## config.mk

```make
export PLATFORM = sky130hd
export DESIGN_NAME = fifo_write_arbiter
export DESIGN_NICKNAME = d
export VERILOG_FILES = /design/src/rtl/fifo_write_arbiter.sv
export SDC_FILE = /design/constraint.sdc
export NUM_CORES = 1
export LEC_CHECK = 0
export ABC_AREA = 1
export BUFFER_PORTS_ARGS = -buffer_cell sky130_fd_sc_hd__buf_4
export CAP_MARGIN = 5
export CORE_ASPECT_RATIO = 2
export CORE_UTILIZATION = 40
export DETAILED_ROUTE_END_ITERATION = 6
export PLACE_DENSITY = 0.82
export SYNTH_ARGS = -nofsm -noshare
export SYNTH_HDL_FRONTEND = slang
export SYNTH_SLANG_ARGS = --single-unit
export TNS_END_PERCENT = 5
```

## constraint.sdc

```tcl
create_clock -name CLK_top -period 1.61 [get_ports CLK_top]
set_clock_uncertainty 0.05 [all_clocks]
set_input_delay 0.2415 -clock CLK_top [delete_from_list [all_inputs] [get_ports CLK_top]]
set_output_delay 0.2415 -clock CLK_top [all_outputs]
set_load 0.01 [all_outputs]
```

## src/rtl/fifo_write_arbiter.sv

```systemverilog
// Round-robin owner of the async FIFO write port; grant registered one cycle after request, writes pass through combinationally.
// FULL_in stalls the owner with zero-cycle READY/WRITE_ENABLE deassertion; non-owners always see READY low.
module fifo_write_arbiter #(
  parameter int NUM_REQ    = 4,
  parameter int DATA_WIDTH = 8,
  parameter int MAX_BURST  = 4
) (
  input  logic                          CLK_top,
  input  logic                          RST_top,
  input  logic [NUM_REQ-1:0]            REQ_VALID,
  input  logic [NUM_REQ*DATA_WIDTH-1:0] REQ_DATA,
  output logic [NUM_REQ-1:0]            REQ_READY,
  input  logic                          FULL_in,
  output logic                          WRITE_ENABLE,
  output logic [DATA_WIDTH-1:0]         WRITE_DATA_OUT,
  output logic [NUM_REQ-1:0]            GRANT,
  output logic                          BUSY
);

  localparam int IDX_W  = (NUM_REQ > 1) ? $clog2(NUM_REQ) : 1;
  localparam int BEAT_W = $clog2(MAX_BURST + 1);

  typedef enum logic {IDLE, BURST} state_t;

  state_t              state;
  logic [IDX_W-1:0]    last_idx;
  logic [IDX_W-1:0]    pick_idx;
  logic [IDX_W-1:0]    cand_idx;
  logic [BEAT_W-1:0]   beat;
  logic                pick_vld;
  logic                owner_vld;
  logic                xfer;
  logic                last_beat;
  logic [DATA_WIDTH-1:0] req_dat [NUM_REQ];

  for (genvar i = 0; i < NUM_REQ; i++) begin : g_slice
    assign req_dat[i] = REQ_DATA[i*DATA_WIDTH +: DATA_WIDTH];
  end

  // Search upward from the previous owner so every requester gets a turn.
  always_comb begin
    pick_vld = 1'b0;
    pick_idx = last_idx;
    cand_idx = last_idx;
    for (int k = 1; k <= NUM_REQ; k++) begin
      cand_idx = IDX_W'((int'(last_idx) + k) % NUM_REQ);
      if (!pick_vld && REQ_VALID[cand_idx]) begin
        pick_vld = 1'b1;
        pick_idx = cand_idx;
      end
    end
  end

  // last_idx always names the current owner while in BURST.
  assign owner_vld      = (state == BURST) && REQ_VALID[last_idx];
  assign xfer           = owner_vld && !FULL_in;
  assign last_beat      = (beat == BEAT_W'(MAX_BURST - 1));
  assign REQ_READY      = GRANT & {NUM_REQ{~FULL_in}};
  assign WRITE_ENABLE   = xfer;
  assign WRITE_DATA_OUT = xfer ? req_dat[last_idx] : '0;

  always_ff @(posedge CLK_top or negedge RST_top) begin
    if (!RST_top) begin
      state    <= IDLE;
      GRANT    <= '0;
      last_idx <= IDX_W'(NUM_REQ - 1);
      beat     <= '0;
      BUSY     <= 1'b0;
    end else begin
      case (state)
        IDLE: begin
          if (pick_vld) begin
            state    <= BURST;
            GRANT    <= NUM_REQ'(1) << pick_idx;
            last_idx <= pick_idx;
            beat     <= '0;
            BUSY     <= 1'b1;
          end
        end
        BURST: begin
          // A stalled owner keeps the grant; a dropped valid or final beat releases it.
          if (!owner_vld || (xfer && last_beat)) begin
            state <= IDLE;
            GRANT <= '0;
            beat  <= '0;
            BUSY  <= 1'b0;
          end else if (xfer) begin
            beat <= beat + BEAT_W'(1);
          end
        end
        default: begin
          state <= IDLE;
          GRANT <= '0;
          BUSY  <= 1'b0;
        end
      endcase
    end
  end

endmodule

```

Yosys cells after proc, flatten, opt, wreduce, memory -nomap -nowiden
Index checks and enable logic that the tools add are counted.
{"block": "word_totals", "reg_bits": 11, "inputBits": 39, "output_inout_bits": 18, "elab_cells": 75}
{"block": "classes", "addsub": 5, "order_cmp": 6, "n_eq_ne": 4, "n_shift": 1, "n_mux": 35, "bitwise": 4, "reduce_logical": 15}
{"cell": "$mux W8", "count": 3}
{"cell": "$bmux W8 S2", "count": 1}
{"cell": "$lt A2 B3 Y1 const B", "count": 5}
{"cell": "$mux W1", "count": 13}
{"cell": "$bmux W1 S2", "count": 5}
{"cell": "$mux W3", "count": 3}
{"cell": "$mux W2", "count": 4}
{"cell": "$mux W4", "count": 2}
{"cell": "$pmux W4 S2", "count": 1}
{"cell": "$logic_and A1 B1 Y1", "count": 6}
{"cell": "$pmux W3 S2", "count": 1}
{"cell": "$reduce_and A2 Y1", "count": 3}
{"cell": "$logic_not A1 Y1", "count": 5}
{"cell": "$add A2 B1 Y2 const B", "count": 2}
{"cell": "$add A2 B2 Y2 const B", "count": 2}
{"cell": "$and A4 B4 Y4", "count": 1}
{"cell": "$pmux W1 S2", "count": 2}
{"cell": "$shl A1 B2 Y4 const A", "count": 1}
{"cell": "$add A3 B1 Y3 const B", "count": 1}
{"cell": "$eq A3 B2 Y1 const B", "count": 1}
{"cell": "$ge A3 B3 Y1 const B", "count": 1}
{"cell": "$ne A3 B1 Y1 const B", "count": 1}
{"cell": "$not A2 Y3", "count": 1}
{"cell": "$ne A2 B1 Y1 const B", "count": 1}
{"cell": "3 further kinds", "count": 4}

Logic depth before layout (Yosys ltp)
{"block": "logic_depth", "depth_word": 16, "mapped_depth": 13, "mapped_depth_nobuf": 12}

Worst setup path before layout
OpenSTA, ideal clock, no wires.
{"block": "synth_timing", "path_type": "register to output", "start": "reg last_idx[0]", "end": "out WRITE_DATA_OUT[0]", "arrival_time_ps": 1457, "t_required_ps": 1319, "slack_ps": -139, "stages_incl_launch_ff": 8, "n_path_buf": 1, "path_cell_list": "dfstp_2 -> buf_6 -> nand2_1 -> nand3_1 -> nand2_1 -> nor2_1 -> nand2_1 -> a31oi_1"}
{"block": "synth_between", "elab_chain_len": 5, "word_cells_on_any_way": 9, "classes_between": "mux: 6; bitwise: 1; reduce/logical: 2"}
{"element": "start, declared", "line_no": "26", "source": "logic [IDX_W-1:0] last_idx;"}
{"element": "start signal, assigned", "line_no": "66", "source": "last_idx <= IDX_W'(NUM_REQ - 1);"}
{"element": "start signal, assigned", "line_no": "75", "source": "last_idx <= pick_idx;"}
{"element": "$not A2 Y3 (not written as such) or $bmux W1 S2 (tied branches)", "line_no": "60, 55"}
{"element": "$bmux W8 S2 or $mux W1 (tied branches)", "line_no": "60, 55"}
{"element": "$mux W8 (not written as such) or $logic_and A1 B1 Y1 (tied branches)", "line_no": "60, 55"}
{"element": "$mux W8 (not written as such) or $logic_and A1 B1 Y1 (tied branches)", "line_no": "60, 56"}
{"element": "$mux W8 (*)", "line_no": "60", "source": "assign WRITE_DATA_OUT = xfer ? req_dat[last_idx] : '0;"}
{"element": "end, declared", "line_no": "15", "source": "output logic [DATA_WIDTH-1:0] WRITE_DATA_OUT,"}
Mark *: on every way between the ends. The rest lies on a longest branch, timed or not. The select of a mux whose other input is x is not followed.

Worst setup path in the final report
{"block": "layout_timing", "start": "reg last_idx[0]", "end": "out WRITE_DATA_OUT[6]"}
The elaborated chain is that of the path after synthesis.

==> results.md <==
- Cts bufs inserted: 3
- Crit-path max FO: 6
- Max-cap violations: 0
- DRC errors left: 0
- Wire length per cell after detailed routing: 13.2 um
- Worst Hold Class: primary input to async pin
- Global-route total usage across every layer: 28.9%
- Core Footprint: 2540 sq um
- Number of I/O pins: 57
- Number of detailed-route iterations in the first pass: 4
- Final-layout worst hold slack: 0.329 ns
- Synth Register Bits: 11
- Fmax achieved: 495 MHz
- Share of flip-flops with an asynchronous set or reset: 100%
- Number of cells produced by synthesis: 171
- Max-slew violation total from the final report: 0
- Cell area after technology mapping: 1060 sq um
- Via count of the first global-routing pass: 1410
- Post-detailed-placement cell area: 1770 sq um
- Biggest area consumer among synthesized cells: sky130_fd_sc_hd__nand2_1
- Net count of the finished layout: 290
- Pre-CTS worst setup slack: -0.189 ns
- Mux contribution to synthesized area: 0%
- Area of the die: 2860 sq um
- Count of flip-flops with a built-in enable after synthesis: 0
- Via count: 1398
- RD Place Congestion: 0.906
- Outcome: finished with violations
- Share of layout cells above drive strength 1: 48.4%
- Antenna diode count: 0
- Utilization of the core after routing: 76.0%
- Total negative setup slack: -4.96 ns
- Cell at the root of the clock tree: sky130_fd_sc_hd__clkbuf_8
- Count of warnings emitted by yosys: 0
- Period Utilization, post-route: 125%
- Total of fill cells in the finished design: 188
- Headroom to the max-slew limit: 79.5%
- Violations in the final reports: setup timing
- Final hold violation count: 0
- Transition time at the pin with the least slew margin: 0.308 ns
- Die boundary width: 38.3 um
- Commonest register cell after synthesis: sky130_fd_sc_hd__dfrtp_1
- Global-route wire length before repair: 5760 um
- Ranking of synthesized cells by area: sky130_fd_sc_hd__nand2_1 27%, sky130_fd_sc_hd__dfrtp_1 21%, sky130_fd_sc_hd__nand3_1 7.1%, sky130_fd_sc_hd__a22oi_1 5.7%, sky130_fd_sc_hd__inv_1 5.7%
- Number of failing setup endpoints in the final timing report: 20
- Post-layout minimum cycle time: 2.02 ns
- Overall die height: 74.7 um
- Kind of capture point of the worst setup path: primary output
- Final standard cell area without fillers: 1930 sq um
- Unrepaired setup endpoints after global routing: yes
- Effective utilization at floorplan: 41.6%
- Average cell area after synthesis: 6.18 sq um
- Synthesized Nets: 212
- CTS tree: done
- CTS sink count: 11
- HPWL after detailed placement: 2700 um
- Worst path required time: 1.32 ns
- Antenna Nets Post-Route: 0
- Power per cell area: 1880 nW/um^2
- Unique masters post-synth: 20
- Clock-pin slew reported for the worst setup and hold paths after clock tree synthesis: 0.05 ns
- Signal arrival time at the worst endpoint: 1.73 ns
- Via density: 5.07
- Most frequently used cell type in the post-synthesis netlist: sky130_fd_sc_hd__nand2_1
- Max Root-Sink Buffers: 2
- Storage element area: 278 sq um
- Area taken by multi-input logic gates: 877 sq um
- Adder-Cell Fraction of Synth Area: 2.37%
- Xor-xnor portion of the synthesized cell area: 0%
- Most frequent cells after synthesis: 76 x sky130_fd_sc_hd__nand2_1, 16 x sky130_fd_sc_hd__inv_1, 15 x sky130_fd_sc_hd__nand3_1, 9 x sky130_fd_sc_hd__dfrtp_1
- Total gr overflow: 0
- Simple-gate area share of the yosys netlist: 48.8%
- Top cell type's share of synthesized area: 27.0%
- Crit path launch type: register
- VDD IR max: 1270 uV
- FP Rows: 26
- Share of the synthesized area in compound gates (AO/OA/AOI/OAI): 11.8%
- Initial drt markers: 32
- Pin count of the biggest net entering global routing: 12
- Number of antenna violations at the first check in global routing: 0
- Layout overhead on the synthesized area: 82.7%
- Sum of routed wire length over all layers: 3640 um
- CTS HTree Levels: 1
- Critical path start-end classification: register to primary output
- PnR worst setup slack: -0.408 ns
- Worst-Skew Late Latency: 0.24 ns
- Leak: 0.00100 uW
- Sequential cell area fraction in the yosys report: 26.3%
- Number of buffers added on ports: 56
- Largest family of logic cells by synthesized area: simple AND/OR/NAND/NOR gates
## sequential cells by signal, summed over array words and instances, names as in the netlist
register,cells
state,1
beat,3
last_idx,2
BUSY,1
GRANT,4
## cells in the final DEF, fill, tap and decap left out, types with 3 or more instances in the layout
cell                       instances
sky130_fd_sc_hd__nor2_4            3
sky130_fd_sc_hd__clkbuf_8          3
sky130_fd_sc_hd__nand3_2           3
sky130_fd_sc_hd__inv_1            15
sky130_fd_sc_hd__nor2_1            5
sky130_fd_sc_hd__buf_6             9
sky130_fd_sc_hd__nand2_4           5
sky130_fd_sc_hd__a22oi_1           8
sky130_fd_sc_hd__nand2_1          71
sky130_fd_sc_hd__buf_4            64
sky130_fd_sc_hd__nand3_1          13
sky130_fd_sc_hd__a31oi_4           8
sky130_fd_sc_hd__dfrtp_1           9
sky130_fd_sc_hd__nand2_2           9
sky130_fd_sc_hd__inv_2             5
## timing repair
action,4_1_cts,5_1_grt
gates resized for setup,13,4
hold endpoints to repair,11,0
hold buffers,1,0
endpoints found under the setup margin,20,20
setup buffers,4,0
cloned,1,0
pin swaps,6,0
## logic make-up after synthesis
group / count (synthesis)
AO/OA/AOI/OAI: 19
adder cells (fa/ha/maj): 2
flip-flops: 11
AND/OR/NAND/NOR: 115
buffers and inverters: 24
## critical path: stages (launching register included)
cell                      delay [ns]
sky130_fd_sc_hd__dfstp_2        0.55
sky130_fd_sc_hd__buf_12         0.12
sky130_fd_sc_hd__nand2_4        0.05
sky130_fd_sc_hd__nand3_2        0.06
sky130_fd_sc_hd__nand2_2        0.07
sky130_fd_sc_hd__nor2_4         0.20
sky130_fd_sc_hd__nand2_4        0.13
sky130_fd_sc_hd__a31oi_4        0.18
sky130_fd_sc_hd__buf_6          0.12
## per-layer routing
metal  vias to the layer above  routed length, um  track usage, %
met1                       624               1130            24.1
met5                         -                  0               0
met4                         0                 69            16.5
li1                        706                  -               -
met2                        59               2170            55.9
met3                         9                268            7.67
## per-stage QoR
step	cells	total power [uW]
after floorplan	171	2250
final	276	3630
after global placement	266	3020
after CTS	276	3530
after detailed placement	266	3050
after global routing	276	3950
## power by group
| part | leakage, uW | total (uW) | internal, uW | switching (uW) |
|---|---|---|---|---|
| clock | 0.0000228 | 271 | 173 | 97.6 |
| sequential | 0.000138 | 495 | 404 | 91.4 |
| combinational | 0.000839 | 2860 | 1190 | 1670 |
## path summary, 6_finish.rpt
| path | cells after the start | from | end | slack [ns] |
|---|---|---|---|---|
| worst max-delay path | 8 | last_idx[0]$_DFFE_PN1P_ | WRITE_DATA_OUT[6] | -0.41 |
| worst min-delay path | 2 | RST_top | beat[1]$_DFFE_PN0P_ | 0.33 |
| worst max register to register | 13 | last_idx[0]$_DFFE_PN1P_ | GRANT[3]$_DFFE_PN0P_ | -0.21 |
| worst min register to register | 2 | beat[2]$_DFFE_PN0P_ | beat[2]$_DFFE_PN0P_ | 0.42 |
| max in group asynchronous | 2 | RST_top | last_idx[0]$_DFFE_PN1P_ | 0.96 |
| min in group CLK_top | 4 | FULL_in | state$_DFF_PN0_ | 0.37 |
## layout make-up
class,count,area share [%]
inverters,21,4.28
well taps,28,1.82
flip-flops and latches,11,14.4
multi-input cells,137,45.5
repair buffers,75,31.7
clock buffers,4,2.33
Note: power is estimated with default switching activity, not from simulation.
